==> config.mk <==
export PLATFORM = sky130hd
export DESIGN_NAME = m_conv_map_writer_2
export DESIGN_NICKNAME = d
export VERILOG_FILES = /design/src/rtl/m_conv_map_writer_2.sv
export SDC_FILE = /design/constraint.sdc
export NUM_CORES = 1
export LEC_CHECK = 0
export BUFFER_PORTS_ARGS = -buffer_cell sky130_fd_sc_hd__buf_4
export CAP_MARGIN = 20
export CORE_ASPECT_RATIO = 0.6
export CORE_UTILIZATION = 32
export CTS_BUF_LIST = sky130_fd_sc_hd__clkbuf_16
export DETAILED_ROUTE_END_ITERATION = 16
export PLACE_DENSITY_LB_ADDON = 0.05
export SLEW_MARGIN = 30
export SYNTH_ARGS = -nofsm -noshare
export SYNTH_HDL_FRONTEND = slang
export SYNTH_SLANG_ARGS = --single-unit
==> constraint.sdc <==
create_clock -name clk -period 1.8 [get_ports clk]
set_clock_uncertainty 0.05 [all_clocks]
set_input_delay 0.45 -clock clk [delete_from_list [all_inputs] [get_ports clk]]
set_output_delay 0.45 -clock clk [all_outputs]
set_load 0.02 [all_outputs]
==> src/rtl/m_conv_map_writer_2.sv <==
`default_nettype none
// ============================================================================
// Module   : m_conv_map_writer_2
// Purpose  : Layer-2 feature-map RAM writer. ReLU + 8-bit quantisation of the
//            conv stream, row-major write, hold until the reader releases.
// Revision : 1.0  initial release
// ============================================================================
module m_conv_map_writer_2 #(
  parameter int MAP_W  = 26,
  parameter int MAP_H  = 26,
  parameter int ADDR_W = 10,
  parameter int ACC_W  = 16,
  parameter int SHIFT  = 4
) (
  input  logic                    clk,
  input  logic                    rst,
  input  logic                    conv_valid,
  input  logic signed [ACC_W-1:0] conv_data,
  output logic                    in_ready,
  output logic                    wr_en,
  output logic [ADDR_W-1:0]       ram_write_addr,
  output logic [7:0]              d_out,
  output logic                    layer_2_relu_begin,
  input  logic                    layer_2_ready,
  output logic [7:0]              frame_count,
  output logic                    overflow_err
);

  localparam int                c_MAP_SIZE  = MAP_W * MAP_H;
  localparam logic [ADDR_W-1:0] c_LAST_ADDR = ADDR_W'(c_MAP_SIZE - 1);

  typedef enum logic [1:0] {
    ST_IDLE = 2'd0,
    ST_FILL = 2'd1,
    ST_HOLD = 2'd2
  } state_t;

  state_t            r_state;
  logic [ADDR_W-1:0] r_wr_ptr;
  logic              r_ready_q;
  logic              r_wr_en;
  logic [ADDR_W-1:0] r_addr;
  logic [7:0]        r_d_out;
  logic              r_begin;
  logic [7:0]        r_frame_count;
  logic              r_ovf;

  logic              w_in_ready;
  logic              w_accept;
  logic              w_release;
  logic [ACC_W-1:0]  w_shifted;
  logic [7:0]        w_q;

  assign w_in_ready = (r_state != ST_HOLD);
  assign w_accept   = conv_valid & w_in_ready;
  // Only a fresh 0->1 edge while the reader has been told to run counts.
  assign w_release  = (r_state == ST_HOLD) & r_begin & layer_2_ready & ~r_ready_q;

  // ReLU, scale down, saturate to 8 bits.
  assign w_shifted = conv_data >> SHIFT;
  assign w_q = conv_data[ACC_W-1]        ? 8'd0  :
               (|w_shifted[ACC_W-1:8])   ? 8'hFF :
                                           w_shifted[7:0];

  always_ff @(posedge clk) begin
    if (!rst) begin
      r_state       <= ST_IDLE;
      r_wr_ptr      <= '0;
      r_ready_q     <= 1'b0;
      r_wr_en       <= 1'b0;
      r_addr        <= '0;
      r_d_out       <= 8'd0;
      r_begin       <= 1'b0;
      r_frame_count <= 8'd0;
      r_ovf         <= 1'b0;
    end else begin
      r_ready_q <= layer_2_ready;
      r_wr_en   <= w_accept;
      if (w_accept) begin
        r_addr  <= r_wr_ptr;
        r_d_out <= w_q;
      end
      if (conv_valid && !w_in_ready) begin
        r_ovf <= 1'b1;
      end

      case (r_state)
        ST_IDLE, ST_FILL: begin
          r_begin <= 1'b0;
          if (w_accept) begin
            if (r_wr_ptr == c_LAST_ADDR) begin
              r_wr_ptr <= '0;
              r_state  <= ST_HOLD;
            end else begin
              r_wr_ptr <= r_wr_ptr + ADDR_W'(1);
              r_state  <= ST_FILL;
            end
          end
        end
        ST_HOLD: begin
          // begin rises one cycle after the final write strobe
          if (w_release) begin
            r_begin       <= 1'b0;
            r_state       <= ST_IDLE;
            r_frame_count <= r_frame_count + 8'd1;
          end else begin
            r_begin <= 1'b1;
          end
        end
        default: begin
          r_state <= ST_IDLE;
          r_begin <= 1'b0;
        end
      endcase
    end
  end

  assign in_ready           = w_in_ready;
  assign wr_en              = r_wr_en;
  assign ram_write_addr     = r_addr;
  assign d_out              = r_d_out;
  assign layer_2_relu_begin = r_begin;
  assign frame_count        = r_frame_count;
  assign overflow_err       = r_ovf;

endmodule
`default_nettype wire

==> results of run 1 <==
## synth_stat cells (all sizes together), types with 2 or more instances
library cell  number
dfxtp             42
nor2              39
nand2             28
a21oi             12
xnor2             10
a2bb2oi            8
xor2               6
clkbuf             5
inv                5
buf                4
nor3               4
nand3b             3
nand4              3
nor4               3
and2               2
and4               2
ha                 2
nand3              2
## power breakdown
part | total [mW] | switching (mW) | internal (mW)
combinational | 0.155 | 0.0787 | 0.0762
clock | 0.984 | 0.343 | 0.641
sequential | 0.965 | 0.0136 | 0.951
total | 2.10 | 0.436 | 1.67
## logic make-up (layout without fill, tap and decap cells)
| kind of cell | Yosys count | after routing |
|---|---|---|
| buf+inv | 14 | 65 |
| compound gates | 24 | 24 |
| flops | 42 | 42 |
| simple gates | 95 | 95 |
| mux | 1 | 1 |
| xor+xnor | 16 | 16 |
| fa+ha+maj | 2 | 2 |
## per-layer routing
layer / up-vias / GRT usage [%] / part of all wire [%]
met1: 679 / 20.5 / 51
li1: 748 / - / -
met4: 0 / 7.68 / 1.2
met3: 6 / 4.99 / 5.6
met2: 38 / 23.7 / 43
met5: - / 0 / 0
## cell type report
cell class	count	area, sq um	area share [%]
clock buffers	5	125	5.42
well taps	63	78.8	3.42
clock inverters	2	33.8	1.46
repair buffers	53	423	18.3
inverters	5	18.8	0.813
flip-flops and latches	42	841	36.4
multi-input cells	138	787	34.1
## registers in the layout, indices dropped and copies added (netlist names)
signal	count
r_ready_q	1
overflow_err	1
ram_write_addr	10
layer_2_relu_begin	1
wr_en	1
r_wr_ptr	10
r_state	2
d_out	8
frame_count	8
## repair_timing
item / 4_1_cts / 5_1_grt
gates resized for setup: 0 / 1
hold endpoints to repair: 0 / 0
setup endpoints to repair: 0 / 10
## worst paths after layout
| path | startpoint | to |
|---|---|---|
| max | r_state[1] | in_ready |
| max reg2reg | r_wr_ptr[1] | r_wr_ptr[8] |
| min | layer_2_ready | r_ready_q |
| min reg2reg | ram_write_addr[9] | ram_write_addr[9] |
==> impl_metrics.tcl, run 1 <==
set metrics [dict create \
    cp_max_fo 7 \
    yosysTopAreaCell "dfxtp_1" \
    die_w_microns 95.5 \
    clock-sinks 42 \
    final_common_cell "buf_4" \
    track_usage_pct 15.7 \
    wire_per_inst_microns 12.8 \
    p_per_area_nw_per_um2 912 \
    synthCells 194 \
    rows 19 \
    synth_fp_nets 216 \
    postSynthAreaPerCell_sq_um 8.66 \
    dpl_cell_area_sq_um 2140 \
    critical_path_class "flip-flop to output port" \
    rsz0062_at_grt "false" \
    die_h_microns 58.1 \
    synth_xor_area_share_pct 8.35 \
    cts_buffers 5 \
    slowest_delay_ns 0.39 \
    fin_crit_ns 1.67 \
    worstPathRequired_ns 1.30 \
    fin_crit_sh_pct 92.9 \
    r2r_cells 6 \
    drc_errors 0 \
    gp_congestion 0.825 \
    io_pins 50 \
    fmax_mhz 598 \
    synth_edf_count 0 \
    hold_viol_final 0 \
    arrival_ns 1.17 \
    synthTopCellsByArea "dfxtp_1 50%, nor2_1 8.5%, nand2_1 6.3%" \
    p_total_mw 2.10 \
    critPathCaptureType "output port" \
    synth.top_cell.area_share_pct 50.1 \
    setup-violations-final 0 \
    final_area_sq_um 2310 \
    yosysSeqAreaShare_pct 50.1 \
    holdWs_ns 0.339 \
    relSlewSlack_pct 75.5 \
    ir_drop_v 0.000402 \
    place_inst 301 \
    vias 1471 \
    first_iter_violations 55 \
    syn2layout_area_growth_pct 37.4 \
    ys_async_sr_fraction_pct 0 \
    crit_buf_inv 2 \
    setup_slack_ns 0.127 \
    slew_violations 0 \
    pre_cts_slack_ns -0.0461 \
    synthAdderAreaFrac_pct 1.49 \
    antenna_left 0 \
    clk_pin_slew_worst_paths_ns 0.06 \
    crit_path_start_kind "flip-flop" \
    clock_path_buffers 2 \
    routed_wirelength_mm 3.94 \
    grt_overflow 0 \
    post-route-util_pct 48.0 \
    fillCellCount 488 \
    portBuffers 45 \
    ff2ff_setup_slack_ns 0.14 \
    dr.pass1.iters 4 \
    crit_chain "and2b_1 -> inv_2 -> buf_4" \
    min-delay-path-class "input pin to flip-flop" \
    final_layout_size_suffix_gt1_share_pct 25.3 \
    cts_tree "built" \
    hpwl_mm 2.87 \
    antenna_found_initial 0 \
    ys_warn_count 0 \
    nNetsFinal 267 \
    critPathTopFamily "flip-flops" \
    cts-root-buf "clkbuf_16" \
    yosys.area_share.simple_pct 26.6 \
    status "finished, final reports clean" \
    synth.distinct_cells 34 \
    tns_ns 0 \
    initial_utilization_pct 35.0 \
    worst_slew_pin_slew_ns 0.366 \
    clk_latency_ns 0.28 \
    yosys_most_used_dff "dfxtp_1" \
    hold_depth 2 \
    worst_path_max_delay_cell "dfxtp_1" \
    core_area_sq_um 4800 \
    grt_pass1_wl_mm 6.56 \
    leakagePower_nw 0.948 \
    post_layout_nonfiller_instances 308 \
    synth_top_family_by_area "simple AND/OR/NAND/NOR gates" \
    netlist_area_sq_um 1680 \
    synth_seq_cells 42 \
    synthMuxAreaShare_pct 0.596 \
    final_cell_mix "51 x buf_4, 42 x dfxtp_1, 38 x nor2_1, 28 x nand2_1, 12 x a21oi_1" \
    cts_setup_buffers 0 \
    cts_hold_buf 0 \
    grt_max_degree 24 \
    htreeDepth 2 \
    cp_num_cells 3 \
    antenna_cells 0 \
    grt_pass1_vias 1427 \
    via_per_inst 4.78 \
    cap_violations 0 \
    die-area_sq_um 5550 \
    synth_compound_area_share_pct 9.46 \
]
Power figures use the tool's default switching activity.
==> run 2: changes to the inputs <==
--- a/config.mk
+++ b/config.mk
@@ -7,7 +7,6 @@
 export LEC_CHECK = 0
 export BUFFER_PORTS_ARGS = -buffer_cell sky130_fd_sc_hd__buf_4
 export CAP_MARGIN = 20
-export CORE_ASPECT_RATIO = 0.6
 export CORE_UTILIZATION = 32
 export CTS_BUF_LIST = sky130_fd_sc_hd__clkbuf_16
 export DETAILED_ROUTE_END_ITERATION = 16
==> impl_metrics.tcl, run 2 (synthesis results as in run 1) <==
set metrics [dict create \
    worst_slew_pin_slew_ns 0.342 \
    clock_path_buffers 2 \
    cap_violations 0 \
    io_pins 50 \
    cts_setup_buffers 0 \
    vias 1483 \
    fillCellCount 492 \
    place_inst 310 \
    setup-violations-final 0 \
    die_w_microns 74.4 \
    hold_viol_final 0 \
    clk_pin_slew_worst_paths_ns 0.06 \
    wire_per_inst_microns 12.3 \
    final_common_cell "buf_4" \
    rows 25 \
    slowest_delay_ns 0.40 \
    clk_latency_ns 0.28 \
    final_cell_mix "58 x buf_4, 42 x dfxtp_1, 38 x nor2_1, 28 x nand2_1, 12 x a21oi_1" \
    status "finished, final reports clean" \
    crit_path_start_kind "flip-flop" \
    arrival_ns 1.14 \
    final_layout_size_suffix_gt1_share_pct 27.1 \
    portBuffers 45 \
    final_area_sq_um 2330 \
    antenna_found_initial 0 \
    grt_pass1_wl_mm 6.30 \
    die-area_sq_um 5540 \
    routed_wirelength_mm 3.91 \
    cts_resized 0 \
    fin_crit_sh_pct 91.4 \
    grt_pass1_vias 1451 \
    cts_tree "built" \
    post_layout_nonfiller_instances 318 \
    rsz0062_at_grt "false" \
    worst_path_max_delay_cell "dfxtp_1" \
    hpwl_mm 3.00 \
    grt_max_degree 20 \
    clock-sinks 42 \
    antenna_cells 0 \
    fin_crit_ns 1.64 \
    cts_buffers 5 \
    syn2layout_area_growth_pct 38.7 \
    via_per_inst 4.66 \
    track_usage_pct 15.1 \
    drc_errors 0 \
    die_h_microns 74.4 \
    leakagePower_nw 0.962 \
    initial_utilization_pct 34.4 \
    critical_path_class "flip-flop to output port" \
    relSlewSlack_pct 76.6 \
    fmax_mhz 608 \
    nNetsFinal 272 \
    core_area_sq_um 4880 \
    crit_chain "and2b_1 -> inv_2 -> buf_4" \
    cp_max_fo 7 \
    first_iter_violations 40 \
    ir_drop_v 0.000448 \
    worstPathRequired_ns 1.30 \
    cts-root-buf "clkbuf_16" \
    slew_violations 0 \
    dpl_cell_area_sq_um 2160 \
    p_per_area_nw_per_um2 916 \
    cts_hold_buf 0 \
    antenna_left 0 \
    critPathCaptureType "output port" \
    htreeDepth 2 \
    gp_congestion 0.732 \
    min-delay-path-class "input pin to flip-flop" \
    dr.pass1.iters 4 \
    grt_overflow 0 \
]
run 2: worst paths after layout:
check,from,endpoint,slack [ns],cells past startpoint
max,r_state[1],in_ready,0.16,3
min,layer_2_ready,r_ready_q,0.35,2
max reg2reg,r_wr_ptr[2],r_wr_ptr[9],0.24,4
min reg2reg,ram_write_addr[8],ram_write_addr[8],0.41,2
run 2: cell type report:
class / instances / area, sq um / share of cell area [%]
Tap cell: 67 / 83.8 / 3.60
Inverter: 5 / 18.8 / 0.806
Timing Repair Buffer: 58 / 435 / 18.7
Clock inverter: 3 / 45.0 / 1.93
Clock buffer: 5 / 125 / 5.37
Sequential cell: 42 / 841 / 36.1
Multi-Input combinational cell: 138 / 781 / 33.5
run 2: routing by layer:
layer	vias up	track usage, %	part of all wire [%]
met3	9	3.39	4.3
met4	0	7.97	2.5
met1	679	17.8	44
li1	760	-	-
met5	-	0	0
met2	35	25.7	49
run 2: report_power, final:
group | total [mW] | internal, mW | switching [mW]
logic | 0.158 | 0.0768 | 0.0809
registers | 0.962 | 0.951 | 0.0112
clock network | 1.02 | 0.653 | 0.362
run 2: critical path, delay by kind of cell, from the launching register on:
kind / cells / cell delay [ns]
flops: 1 / 0.40
buf+inv: 2 / 0.25
simple gates: 1 / 0.21
run 2: metrics by stage:
stage	setup WS [ns]	total power [mW]	util, %	setup TNS (ns)	hold WS, ns
floorplan	0.209	1.06	-	0	0.401
global route	0.0986	2.22	47.7	0	0.349
detailed placement	-0.0321	1.14	44.3	-0.0321	0.401
CTS	0.147	2.17	47.7	0	0.346
global placement	0.0324	1.14	44.3	0	0.400
finish	0.155	2.13	47.7	0	0.348
